File: src/rtl/wsp_wir_loader.sv
// wsp_wir_loader: Wrapper Serial Port initiator that loads one instruction into
// an IEEE 1500 WIR chain. It runs CaptureWR, WIR_LEN ShiftWR cycles and then
// UpdateWR, driving the WIR cell strobes and the serial input of the chain.
//
// Build option:
//   WSP_READBACK_EN - when defined, wir_so is sampled during ShiftWR and rd_data
//                     reports the WIR contents that were shifted out. When not
//                     defined, rd_data is tied to zero and wir_so is ignored;
//                     sequencing and timing are identical in both builds.
//
// Every output is registered. The output values for the next cycle are derived
// from the next state, so each strobe lines up exactly with its state.
module wsp_wir_loader #(
  parameter int WIR_LEN = 3
) (
  input  logic               WRCK,
  input  logic               WRST,
  input  logic               start,
  input  logic [WIR_LEN-1:0] instr,
  output logic               ready,
  output logic               done,
  output logic [WIR_LEN-1:0] rd_data,
  output logic               select_wir,
  output logic               wir_capture,
  output logic               wir_shift,
  output logic               wir_update,
  output logic               wir_si,
  input  logic               wir_so
);

  // The counter has to hold WIR_LEN itself, so it never wraps inside SHIFT.
  localparam int CNT_W = $clog2(WIR_LEN + 1);
  localparam logic [CNT_W-1:0] CNT_LAST = CNT_W'(WIR_LEN - 1);

  typedef enum logic [2:0] {
    S_IDLE    = 3'd0,
    S_CAPTURE = 3'd1,
    S_SHIFT   = 3'd2,
    S_UPDATE  = 3'd3,
    S_DONE    = 3'd4
  } state_t;

  state_t             r_state;
  state_t             w_state_nxt;
  logic [WIR_LEN-1:0] r_sh_reg;
  logic [CNT_W-1:0]   r_cnt;
  logic               w_accept;
  logic               w_last_shift;

  logic w_ready_nxt;
  logic w_done_nxt;
  logic w_select_nxt;
  logic w_capture_nxt;
  logic w_shift_nxt;
  logic w_update_nxt;
  logic w_si_nxt;

  // A request is taken only from IDLE; anything arriving while busy is dropped.
  assign w_accept     = (r_state == S_IDLE) && start;
  assign w_last_shift = (r_cnt == CNT_LAST);

  // State register: reset overrides everything, including a load in flight.
  always_ff @(posedge WRCK) begin
    if (WRST) begin
      r_state <= S_IDLE;
    end else begin
      r_state <= w_state_nxt;
    end
  end

  // Next-state logic: one state per cycle except SHIFT, which lasts WIR_LEN cycles.
  always_comb begin
    w_state_nxt = r_state;
    case (r_state)
      S_IDLE: begin
        if (w_accept) begin
          w_state_nxt = S_CAPTURE;
        end
      end
      S_CAPTURE: begin
        w_state_nxt = S_SHIFT;
      end
      S_SHIFT: begin
        if (w_last_shift) begin
          w_state_nxt = S_UPDATE;
        end
      end
      S_UPDATE: begin
        w_state_nxt = S_DONE;
      end
      S_DONE: begin
        w_state_nxt = S_IDLE;
      end
      default: begin
        w_state_nxt = S_IDLE;
      end
    endcase
  end

  // Output decode from the next state; at most one WIR strobe is ever active.
  always_comb begin
    w_ready_nxt   = (w_state_nxt == S_IDLE);
    w_done_nxt    = (w_state_nxt == S_DONE);
    w_select_nxt  = (w_state_nxt == S_CAPTURE) ||
                    (w_state_nxt == S_SHIFT)   ||
                    (w_state_nxt == S_UPDATE);
    w_capture_nxt = (w_state_nxt == S_CAPTURE);
    w_shift_nxt   = (w_state_nxt == S_SHIFT);
    w_update_nxt  = (w_state_nxt == S_UPDATE);
    // The bit presented for the coming shift edge is the current LSB of the
    // shift register; the register advances on the same edge.
    w_si_nxt      = (w_state_nxt == S_SHIFT) ? r_sh_reg[0] : 1'b0;
  end

  // Registered outputs toward the controller and the WIR cells.
  always_ff @(posedge WRCK) begin
    if (WRST) begin
      ready       <= 1'b1;
      done        <= 1'b0;
      select_wir  <= 1'b0;
      wir_capture <= 1'b0;
      wir_shift   <= 1'b0;
      wir_update  <= 1'b0;
      wir_si      <= 1'b0;
    end else begin
      ready       <= w_ready_nxt;
      done        <= w_done_nxt;
      select_wir  <= w_select_nxt;
      wir_capture <= w_capture_nxt;
      wir_shift   <= w_shift_nxt;
      wir_update  <= w_update_nxt;
      wir_si      <= w_si_nxt;
    end
  end

  // Instruction shift register and bit counter; instr is sampled only on acceptance.
  always_ff @(posedge WRCK) begin
    if (WRST) begin
      r_sh_reg <= '0;
      r_cnt    <= '0;
    end else begin
      if (w_accept) begin
        r_sh_reg <= instr;
      end else if (w_state_nxt == S_SHIFT) begin
        r_sh_reg <= r_sh_reg >> 1;
      end

      if (w_accept) begin
        r_cnt <= '0;
      end else if (r_state == S_SHIFT) begin
        r_cnt <= r_cnt + 1'b1;
      end
    end
  end

`ifdef WSP_READBACK_EN
  logic [WIR_LEN-1:0] r_rd_shift;
  logic [WIR_LEN-1:0] w_rd_shift_nxt;

  // Serial-in from the top: after WIR_LEN shifts the first bit out sits at bit 0.
  // Written this way so that WIR_LEN = 1 needs no special case.
  function automatic logic [WIR_LEN-1:0] f_shift_in(input logic so,
                                                   input logic [WIR_LEN-1:0] cur);
    logic [WIR_LEN-1:0] v;
    v            = cur >> 1;
    v[WIR_LEN-1] = so;
    return v;
  endfunction

  assign w_rd_shift_nxt = f_shift_in(wir_so, r_rd_shift);

  // Collect the chain's serial output while shifting and publish it when entering UPDATE.
  always_ff @(posedge WRCK) begin
    if (WRST) begin
      r_rd_shift <= '0;
      rd_data    <= '0;
    end else if (r_state == S_SHIFT) begin
      r_rd_shift <= w_rd_shift_nxt;
      if (w_state_nxt == S_UPDATE) begin
        rd_data <= w_rd_shift_nxt;
      end
    end
  end
`else
  // Readback is not built: the chain output is intentionally left unobserved.
  logic w_unused_so;
  assign w_unused_so = wir_so;
  assign rd_data     = '0;
`endif

endmodule
File: config.mk
export PLATFORM = sky130hd
export DESIGN_NAME = wsp_wir_loader
export DESIGN_NICKNAME = d
export VERILOG_FILES = /design/src/rtl/wsp_wir_loader.sv
export SDC_FILE = /design/constraint.sdc
export NUM_CORES = 1
export LEC_CHECK = 0
export ABC_AREA = 1
export BUFFER_PORTS_ARGS = -buffer_cell sky130_fd_sc_hd__buf_2
export CORE_MARGIN = 5
export CORE_UTILIZATION = 48
export DETAILED_ROUTE_END_ITERATION = 6
export GPL_ROUTABILITY_DRIVEN = 1
export PLACE_DENSITY = 0.78
export REMOVE_ABC_BUFFERS = 1
export SYNTH_ARGS = -nofsm -noshare
export SYNTH_HDL_FRONTEND = slang
export SYNTH_SLANG_ARGS = --single-unit
File: constraint.sdc
create_clock -name WRCK -period 1.4 [get_ports WRCK]
set_input_delay 0.21 -clock WRCK [delete_from_list [all_inputs] [get_ports WRCK]]
set_output_delay 0.21 -clock WRCK [all_outputs]
set_load 0.03 [all_outputs]
# After elaboration in Yosys (flattened, before gate mapping)
# Cells that the tools add are included.
[totals] out_inout_bits=10 reg_bits=15 inputBits=7 elab_cells=33
[classes] mux=5 reduce_logical=8 eq_ne=8 bitwise_logic=1 addsub=1
[op_table] op="$eq 3x2->1 const B" n=4
[op_table] op="$mux 3" n=4
[op_table] op="$pmux 3 s4" n=1
[op_table] op="$eq 3x1->1 const B" n=2
[op_table] op="$logic_not 3->1" n=2
[op_table] op="$reduce_or 2->1" n=2
[op_table] op="$eq 3x3->1 const B" n=1
[op_table] op="$add 2x1->2 const B" n=1
[op_table] op="$eq 2x2->1 const B" n=1
[op_table] op="$logic_or 1x1->1" n=2
[op_table] op="$reduce_bool 2->1" n=1
[op_table] op="$logic_and 1x1->1" n=1
[op_table] op="$not 1->1" n=1

# Depth between registers and ports, before layout
[depth] depth_word=7 ltp_mapped=7 depth_no_buf=7

# Worst setup path before layout
# No wires, ideal clock.
[synth_timing] kind="reg-to-reg" startpoint="register r_cnt[0]" endpoint="register r_sh_reg[0]" synth_period_minus_slack_ps=1049 setup_ps=132 arrival_ps=917 stages_incl_launch_ff=7 required_time_ps=1268 setup_slack_ps=351 path_buffers=0 cell_sequence="dfxtp_1 > inv_1 > ha_1 > nand3_1 > nand3_2 > nand2_1 > a21oi_2"
[synth_between] elab_chain_cells=5
[synth_rtl] item="start, declared" line_no="46" text="logic [CNT_W-1:0] r_cnt;"
[synth_rtl] item="start signal, assigned" line_no="151" text="r_cnt <= r_cnt + 1'b1;"
[synth_rtl] item="$eq 2x2->1" line_no="60" text="assign w_last_shift = (r_cnt == CNT_LAST);"
[synth_rtl] item="$mux 3" line_no="84" text="if (w_last_shift) begin"
[synth_rtl] item="$pmux 3 s4" line_no="74" text="case (r_state)"
[synth_rtl] item="$eq 3x2->1" line_no="144" text="end else if (w_state_nxt == S_SHIFT) begin"
[synth_rtl] item="$reduce_bool 2->1 (no line)"
[synth_rtl] item="end signal, assigned" line_no="143" text="r_sh_reg <= instr;"
[synth_rtl] item="end signal, assigned" line_no="145" text="r_sh_reg <= r_sh_reg >> 1;"
[synth_rtl] item="end, declared" line_no="45" text="logic [WIR_LEN-1:0] r_sh_reg;"
# No other way between the ends.
# A chain may end at the register's enable or synchronous reset.

# Worst setup path in the final report
[layout_timing] startpoint="register r_cnt[0]" endpoint="register r_sh_reg[2]"
# Same word-level chain as after synthesis.

==> results_dict.tcl <==
set metrics [dict create \
    status "finished clean" \
    drtIter0Drc 8 \
    cp_cell_sequence "inv_1 > ha_1 > nand3_1 > nand3_2 > nand3_1 > a21oi_1" \
    antenna_found_initial 0 \
    crit_required_ns 1.56 \
    postCtsSetupRepairBufs 0 \
    track_usage_pct 12.6 \
    grt_max_degree 14 \
    cpPeakStageDelay_ns 0.33 \
    place_ws_ns 0.240 \
    dieHeight_um 46.3 \
    vias 489 \
    period_share_pct 82.4 \
    startpoint_type "flip-flop" \
    ys_seq_elements 15 \
    routed_wl_mm 1.08 \
    grt_pass1_wl_mm 1.84 \
    nets 99 \
    hpwl_um 835 \
    worstSetupEndpointType "flip-flop" \
    dp_cells 101 \
    setup_viol 0 \
    total_power_mw 0.863 \
    fin_skew_ns 0.00263 \
    internal_power_mw 0.615 \
    io_buffers 12 \
    leakage_nw 0.326 \
    clkSlewWorstSetupHoldPaths_ns 0.08 \
    route.detailed.drc 0 \
    syn_area_um2 633 \
    hold_ws_ns 0.183 \
    htreeDepth 1 \
    place_congestion 0.754 \
    syn_inst 76 \
    p_clk_share_pct 27.2 \
    vias_per_cell 4.66 \
    finish.utilization_pct 56.7 \
    layout-drive-gt1-share_pct 31.1 \
    critPathKind "reg -> reg" \
    ys_types 19 \
    cts_buffers 3 \
    timing.setup.tns_ns 0 \
    dieWidth_um 46.3 \
    ys_seq_area_share_pct 47.4 \
    post_cts_resize_count 0 \
    finalWorstSetupSlack_ns 0.246 \
    ios 17 \
    start_util_pct 49.9 \
    layoutNonFillerInstCount 105 \
    firstDrtPassIters 4 \
    rsz0062_at_grt "false" \
    wl_per_cell_um 10.2 \
    yosys_warnings 0 \
    seq_power_share_pct 53.9 \
    finalMaxSlewViolations 0 \
    crit_top_cell "nand3_1" \
    comb_power_share_pct 18.9 \
    grt_remaining_overflow 0 \
    diodes 0 \
    min_path_type "in -> reg" \
    p_sw_mw 0.248 \
    worst-path-max-fanout 5 \
    layout_common_cells "nand2_1, dfxtp_1, buf_2" \
    slowest_stage "dfxtp_1" \
    clock-sinks 15 \
    cp_data_arrival_time_ns 1.31 \
    hold_violations 0 \
    die-area_um2 2150 \
    area_delta_synth_final_pct 13.6 \
    fin_crit_ns 1.15 \
    cts_tree "done" \
    syn_avg_cell_area_um2 8.33 \
    powerDensity_nw_per_um2 1200 \
    clk_path_buf_depth 2 \
    max_freq_mhz 866 \
    cts_hold_buf 0 \
    clock_latency_ns 0.27 \
    peakVddDrop_mv 0.591 \
    rows 13 \
    grt_pass1_vias 456 \
    postPlaceCellArea_um2 693 \
    maxCapViolCount 0 \
    core_region_area_um2 1270 \
    ant_nets 0 \
    stdcell_area_um2 719 \
    cts-root-buf "clkbuf_4" \
    swShare_pct 28.7 \
]
[metal layers]
layer  global-route usage [%]  up-vias  wire [um]
li1                         -      264          -
met1                     13.8      214        465
met2                     20.6        9        560
met3                     3.52        2         40
met4                     8.52        0         10
met5                        0        -          0
[final cells by class]
cell class              count  area, um^2
fillers                   126         549
flip-flops and latches     15         300
multi-input cells          50         280
repair buffers             12        60.1
inverters                   9        33.8
clock buffers               4        26.3
well taps                  15        18.8
[logic make-up after synthesis]
family,share of synthesized area [%]
AND/OR/NAND/NOR,30.8
flip-flops,47.4
buffers and inverters,9.48
AO/OA/AOI/OAI,9.68
adder cells (fa/ha/maj),1.98
other,0.592
[final timing paths]
path / from / endpoint / slack [ns] / depth (start not counted)
max: r_cnt[0] / r_sh_reg[2] / 0.25 / 6
max reg2reg: r_cnt[0] / r_sh_reg[2] / 0.25 / 6
min: instr[2] / r_sh_reg[2] / 0.18 / 3
min reg2reg: r_cnt[0] / r_cnt[0] / 0.46 / 2
[cells in the mapped netlist]
cell type | n | area, um^2
dfxtp_1 | 15 | 300
nand2_1 | 15 | 56.3
nor2_1 | 9 | 33.8
inv_1 | 6 | 22.5
a21oi_1 | 4 | 20.0
buf_4 | 3 | 22.5
inv_2 | 3 | 11.3
nand3_1 | 3 | 15.0
nand3_2 | 3 | 30.0
nor3_1 | 3 | 15.0
a21oi_2 | 2 | 17.5
nand2_4 | 2 | 22.5
nor2_4 | 2 | 22.5
a211oi_1 | 1 | 7.51
buf_1 | 1 | 3.75
conb_1 | 1 | 3.75
ha_1 | 1 | 12.5
o21ai_0 | 1 | 5.00
o21bai_2 | 1 | 11.3
[critical path: cells and delay by family, from the launching register on]
family | cells | cell delay [ns]
buffers and inverters | 1 | 0.06
DFF | 1 | 0.33
AOI/OAI and AO/OA | 1 | 0.06
adders and majority gates | 1 | 0.21
and+or+nand+nor | 3 | 0.39
[power by group through the flow]
stage               clock, mW  sequential, mW  combinational, mW
finish                  0.235           0.465              0.163
global route            0.273           0.468              0.182
CTS                     0.249           0.466              0.165
detailed placement          0           0.476              0.164
global placement            0           0.474              0.161
floorplan                   0           0.498              0.100
Note: power is estimated with default switching activity, not from simulation.
